$ cat src/rtl/alu_seq_pkg.sv
// Shared definitions for the ALU command sequencer: opcodes, FSM states,
// flag bit positions and the opcode legality check.
package alu_seq_pkg;

  localparam logic [3:0] OP_ADD     = 4'b0000;
  localparam logic [3:0] OP_SUB     = 4'b0001;
  localparam logic [3:0] OP_MUL     = 4'b0010;
  localparam logic [3:0] OP_ILL_DIV = 4'b0011;
  localparam logic [3:0] OP_AND     = 4'b0100;
  localparam logic [3:0] OP_OR      = 4'b0101;
  localparam logic [3:0] OP_NAND    = 4'b0110;
  localparam logic [3:0] OP_NOR     = 4'b0111;
  localparam logic [3:0] OP_XOR     = 4'b1000;
  localparam logic [3:0] OP_XNOR    = 4'b1001;
  localparam logic [3:0] OP_CMP_EQ  = 4'b1010;
  localparam logic [3:0] OP_CMP_GT  = 4'b1011;
  localparam logic [3:0] OP_CMP_LT  = 4'b1100;
  localparam logic [3:0] OP_SHR     = 4'b1101;
  localparam logic [3:0] OP_SHL     = 4'b1110;
  localparam logic [3:0] OP_IDLE    = 4'b1111;

  // Bit positions inside the 4-bit ALU flag vector {Shift, CMP, Logic, Arith}
  localparam int FLAG_ARITH = 0;
  localparam int FLAG_LOGIC = 1;
  localparam int FLAG_CMP   = 2;
  localparam int FLAG_SHIFT = 3;

  typedef enum logic [1:0] {
    IDLE,
    ISSUE,
    WAIT,
    RESP
  } seq_state_t;

  // Divide is not supported by the sequencer, and OP_IDLE is reserved as
  // the parked opcode that keeps the ALU output at zero.
  function automatic logic is_illegal_op(input logic [3:0] fun);
    return (fun == OP_ILL_DIV) || (fun == OP_IDLE);
  endfunction

endpackage

$ cat src/rtl/alu_cmd_fifo.sv
// Synchronous command FIFO. Pointers carry one extra wrap bit so that
// full and empty can be told apart when the index bits are equal.
// The head entry is presented combinationally on rd_data.
module alu_cmd_fifo #(
  parameter int WIDTH = 36,
  parameter int DEPTH = 4
) (
  input  logic             clk,
  input  logic             rst_n,
  input  logic             push,
  input  logic [WIDTH-1:0] wr_data,
  input  logic             pop,
  output logic [WIDTH-1:0] rd_data,
  output logic             full,
  output logic             empty
);

  localparam int AW = $clog2(DEPTH);

  logic [WIDTH-1:0] mem [DEPTH];
  logic [AW:0]      wr_ptr;
  logic [AW:0]      rd_ptr;
  logic             do_push;
  logic             do_pop;

  assign empty   = (wr_ptr == rd_ptr);
  assign full    = (wr_ptr[AW] != rd_ptr[AW]) && (wr_ptr[AW-1:0] == rd_ptr[AW-1:0]);
  assign do_push = push && !full;
  assign do_pop  = pop && !empty;
  assign rd_data = mem[rd_ptr[AW-1:0]];

  // Advance the read and write pointers; reset empties the FIFO.
  always_ff @(posedge clk or negedge rst_n) begin
    if (!rst_n) begin
      wr_ptr <= '0;
      rd_ptr <= '0;
    end else begin
      if (do_push) wr_ptr <= wr_ptr + 1'b1;
      if (do_pop)  rd_ptr <= rd_ptr + 1'b1;
    end
  end

  // Storage array; contents are don't-care until written, so no reset.
  always_ff @(posedge clk) begin
    if (do_push) mem[wr_ptr[AW-1:0]] <= wr_data;
  end

endmodule

$ cat src/rtl/alu_cmd_sequencer.sv
// Command sequencer in front of the registered 16-bit ALU. Commands are
// buffered in a FIFO, issued one at a time, and the ALU result plus flags
// are returned as a registered response. Illegal opcodes are answered
// with an error response and never reach the ALU.
module alu_cmd_sequencer
  import alu_seq_pkg::*;
#(
  parameter int DATA_W     = 16,
  parameter int FIFO_DEPTH = 4
) (
  input  logic              clk,
  input  logic              rst_n,
  input  logic              cmd_valid,
  output logic              cmd_ready,
  input  logic [DATA_W-1:0] cmd_a,
  input  logic [DATA_W-1:0] cmd_b,
  input  logic [3:0]        cmd_fun,
  output logic [DATA_W-1:0] alu_a,
  output logic [DATA_W-1:0] alu_b,
  output logic [3:0]        alu_fun,
  input  logic [DATA_W-1:0] alu_out,
  input  logic [3:0]        alu_flags,
  output logic              rsp_valid,
  input  logic              rsp_ready,
  output logic [DATA_W-1:0] rsp_data,
  output logic [3:0]        rsp_flags,
  output logic              rsp_err
);

  localparam int ENTRY_W = 2 * DATA_W + 4;

  seq_state_t         state;
  logic               fifo_full;
  logic               fifo_empty;
  logic               push;
  logic               pop;
  logic [ENTRY_W-1:0] head;
  logic [DATA_W-1:0]  head_a;
  logic [DATA_W-1:0]  head_b;
  logic [3:0]         head_fun;

  assign cmd_ready = !fifo_full;
  assign push      = cmd_valid && !fifo_full;
  assign pop       = (state == IDLE) && !fifo_empty;
  assign head_a    = head[ENTRY_W-1 -: DATA_W];
  assign head_b    = head[DATA_W+3 -: DATA_W];
  assign head_fun  = head[3:0];

  alu_cmd_fifo #(
    .WIDTH (ENTRY_W),
    .DEPTH (FIFO_DEPTH)
  ) u_fifo (
    .clk     (clk),
    .rst_n   (rst_n),
    .push    (push),
    .wr_data ({cmd_a, cmd_b, cmd_fun}),
    .pop     (pop),
    .rd_data (head),
    .full    (fifo_full),
    .empty   (fifo_empty)
  );

  // Sequencer FSM with the registered ALU-input and response outputs.
  always_ff @(posedge clk or negedge rst_n) begin
    if (!rst_n) begin
      state     <= IDLE;
      alu_a     <= '0;
      alu_b     <= '0;
      alu_fun   <= OP_IDLE;
      rsp_valid <= 1'b0;
      rsp_data  <= '0;
      rsp_flags <= '0;
      rsp_err   <= 1'b0;
    end else begin
      case (state)
        IDLE: begin
          if (!fifo_empty) begin
            if (is_illegal_op(head_fun)) begin
              rsp_data  <= '0;
              rsp_flags <= '0;
              rsp_err   <= 1'b1;
              rsp_valid <= 1'b1;
              state     <= RESP;
            end else begin
              alu_a   <= head_a;
              alu_b   <= head_b;
              alu_fun <= head_fun;
              state   <= ISSUE;
            end
          end
        end
        ISSUE: begin
          state <= WAIT;
        end
        WAIT: begin
          rsp_data  <= alu_out;
          rsp_flags <= alu_flags;
          rsp_err   <= 1'b0;
          rsp_valid <= 1'b1;
          state     <= RESP;
        end
        RESP: begin
          if (rsp_ready) begin
            rsp_valid <= 1'b0;
            state     <= IDLE;
          end
        end
        default: begin
          state <= IDLE;
        end
      endcase
    end
  end

endmodule
$ cat config.mk
export PLATFORM = sky130hd
export DESIGN_NAME = alu_cmd_sequencer
export DESIGN_NICKNAME = d
export VERILOG_FILES = /design/src/rtl/alu_seq_pkg.sv /design/src/rtl/alu_cmd_fifo.sv /design/src/rtl/alu_cmd_sequencer.sv
export SDC_FILE = /design/constraint.sdc
export NUM_CORES = 1
export LEC_CHECK = 0
export CORE_UTILIZATION = 56
export CTS_BUF_LIST = sky130_fd_sc_hd__clkbuf_4
export CTS_CLUSTER_SIZE = 14
export DETAILED_ROUTE_END_ITERATION = 8
export PLACE_DENSITY = 0.94
export SLEW_MARGIN = 25
export SYNTH_ARGS = -nofsm -noshare
export SYNTH_HDL_FRONTEND = slang
export SYNTH_SLANG_ARGS = --single-unit
$ cat constraint.sdc
create_clock -name clk -period 3.22 [get_ports clk]
set_input_delay 0.966 -clock clk [delete_from_list [all_inputs] [get_ports clk]]
set_output_delay 0.966 -clock clk [all_outputs]
set_load 0.05 [all_outputs]
==> run_results.csv <==
group,metric,value,unit
route,first_pass_iters,5,
route,initialDrtViolationCount,244,
layout,instances_no_fill,772,
worst_hold_path,hold_path.class,"in2async",
floorplan,fp.dieW,121,µm
clock_tree,cts_made_buffers,52,
route,antenna_left,0,
worst_setup_path,worstSetupPathType,"reg2out",
timing,fin_skew,0.0292,ns
synthesis,syn_area_per_cell,20.8,µm²
synthesis,synth_edf_count,144,
layout,final_cell_mix,"144 x edfxtp_1, 116 x clkdlybuf4s50_1, 88 x clkbuf_4, 60 x dfrtp_1, 36 x mux4_2",
timing,slew_violations,0,
synthesis,seq_area_frac_synth,75.2,%
worst_setup_path,rr_startpoint,"u_fifo.rd_ptr[0]$_DFFE_PN0P_",
clock_tree,cts_resized,0,
floorplan,die_h,121,µm
layout,antenna_cells,0,
global_routing,grt_use_total,21.8,%
layout,layout.cells.most_common,"edfxtp_1",
timing,setup_viol,0,
clock_tree,clk_path_buf_depth,3,
worst_setup_path,end_kind,"primary output",
placed_design,dp_hpwl,9900,µm
floorplan,die_area,0.0147,mm²
synthesis,synth_seq_cells,210,
global_routing,grt_pass1_vias,4654,
timing,worstMarginPinSlew,0.963,ns
timing,hold_viol,0,
clock_tree,path_clk_slew,0.07,ns
floorplan,coreArea,0.0139,mm²
layout,nets,620,
synthesis,synth_fp_nets,452,
synthesis,synthCells,382,
placed_design,gp_congestion,0.752,
worst_setup_path,rr_endpoint,"rsp_data[14]$_DFFE_PN0P_",
route,vias,4246,
timing,final.setup.tns,0,ns
global_routing,grt_pass1_wl,23700,µm
route,totalWireLength,15100,µm
clock_tree,holdBufCountCts,0,
timing,relSlewSlack,35.6,%
synthesis,ys_types,34,
timing,fmax,334,MHz
timing,finalCritPeriodShare,92.9,%
worst_setup_path,worstPathArrival,2.03,ns
synthesis,ys_async_sr_fraction,31.4,%
clock_tree,htree_num_levels,2,
clock_tree,cts_setup_buffers,0,
worst_setup_path,r2r_slack,0.51,ns
floorplan,initial_core_util,57.3,%
global_routing,antenna_found_initial,0,
synthesis,netlist_area,0.00795,mm²
run,maxCapViolCount,0,
floorplan,rows,43,
clock_tree,clock-sinks,210,
timing,hold_ws,0.455,ns
power,p_leak,3.76,nW
power,powerDensity,1110,mW/mm²
clock_tree,cts_root_buf,"clkbuf_4",
worst_setup_path,critPathMaxFanout,27,
layout,synthToLayoutAreaGrowth,26.7,%
synthesis,synth_flop_cell,"edfxtp_1",
layout,drive_gt1_share,27.2,%
route,avgViaCountPerCell,5.50,
timing,post-route-min-period,2.99,ns
global_routing,grt_max_degree,67,
worst_setup_path,cp.required,2.25,ns
worst_setup_path,r2r_cells,4,
layout,final_core_util,72.6,%
run_status,status,"completed",
placed_design,place_inst,676,
worst_setup_path,critPathLaunchType,"register",
clock_tree,clkLatencyLatePin,0.63,ns
route,drc_errors,0,
clock_tree,tritoncts,"yes",
route,routed_wire_length_per_instance,19.6,µm
power,vdd_ir_drop_max,0.000655,V
placed_design,port_buffers,118,
timing,grt_setup_unrepaired,"no",
synthesis,yosys_warnings,0,
global_routing,grt-ovfl-total,0,
floorplan,ioPinCount,119,
## worst max-delay path, cell delays in order (launching register included)
cell	delay, ns
dfrtp_2	0.82
xnor2_1	0.22
nand3_1	0.12
buf_4	0.22
## per-stage QoR
stage                     power (mW)  setup slack [ns]  cell area, µm²
after floorplan                 7.61             0.529            7950
after CTS                       11.4             0.138           10100
after global placement          8.88             0.421            9380
after detailed placement        9.12             0.389            9380
after global routing            11.8             0.133           10100
final                           11.2             0.229           10100
## routing by layer
| layer | up-vias | part of all wire (%) | GRT usage [%] |
|---|---|---|---|
| met5 | - | 0 | 0 |
| met4 | 0 | 2.0 | 9.34 |
| met3 | 32 | 5.3 | 4.65 |
| met2 | 147 | 53 | 37.3 |
| met1 | 2168 | 40 | 27.0 |
| li1 | 1899 | - | - |
## synthesized netlist by cell type, types with 2 or more instances
cell type,number,share of area (%)
a22o_1,20,2.2
a2bb2oi_1,2,0.22
a31oi_1,4,0.31
and2_1,5,0.39
buf_1,3,0.14
buf_2,5,0.31
buf_6,4,0.57
clkbuf_1,3,0.14
dfrtp_1,62,20
dfstp_2,4,1.3
edfxtp_1,144,54
ha_1,10,1.6
inv_1,9,0.42
mux2_1,28,4.0
mux2_2,7,0.99
mux2i_1,2,0.25
mux4_2,36,10
nand2_1,5,0.24
nand3_1,2,0.13
nor2_1,2,0.094
nor2b_1,2,0.16
nor3_1,2,0.13
o21ai_0,2,0.13
xnor2_1,4,0.44
xor2_1,6,0.66
## kinds of logic after synthesis
logic type / synth area share, %
buffers and inverters: 1.59
muxes: 15.4
DFF: 75.2
and+or+nand+nor: 1.21
adders and majority gates: 1.57
xor gates and xnor gates: 1.31
AOI/OAI and AO/OA: 3.67
## state kept, by name, summed over array words and instances (netlist names)
| signal | flops |
|---|---|
| alu_b | 16 |
| rsp_data | 16 |
| alu_a | 16 |
| state | 2 |
| rsp_flags | 4 |
| rsp_valid | 1 |
| alu_fun | 4 |
| rsp_err | 1 |
| u_fifo.rd_ptr | 3 |
| u_fifo.wr_ptr | 3 |
| u_fifo.mem | 144 |
## where the power goes
part / switching (mW) / total [mW] / leakage, nW / internal, mW
combinational: 2.79 / 4.75 / 1.23 / 1.96
clock: 0.984 / 2.21 / 0.427 / 1.23
sequential: 0.464 / 4.27 / 2.11 / 3.81
total: 4.24 / 11.2 / 3.76 / 6.99
## final cells by class
| class | count | area [µm²] |
|---|---|---|
| multi-input combinational | 148 | 1850 |
| tap | 180 | 225 |
| inverter | 9 | 33.8 |
| fill | 824 | 3810 |
| clock inverter | 8 | 32.5 |
| clock buffer | 88 | 661 |
| sequential | 210 | 5980 |
| timing repair buffer | 129 | 1280 |
## how the worst max path moves through the flow
stage	cells past startpoint	endpoint	from	slack [ns]
global placement	5	u_fifo.mem[1][30]$_DFFE_PP_	cmd_valid	0.42
detailed placement	5	u_fifo.mem[1][28]$_DFFE_PP_	cmd_valid	0.39
floorplan	3	u_fifo.mem[3][0]$_DFFE_PP_	cmd_valid	0.53
global route	3	cmd_ready	u_fifo.rd_ptr[1]$_DFFE_PN0P_	0.13
CTS	3	cmd_ready	u_fifo.rd_ptr[1]$_DFFE_PN0P_	0.14
finish	3	cmd_ready	u_fifo.rd_ptr[1]$_DFFE_PN0P_	0.23
Power figures use the tool's default switching activity.
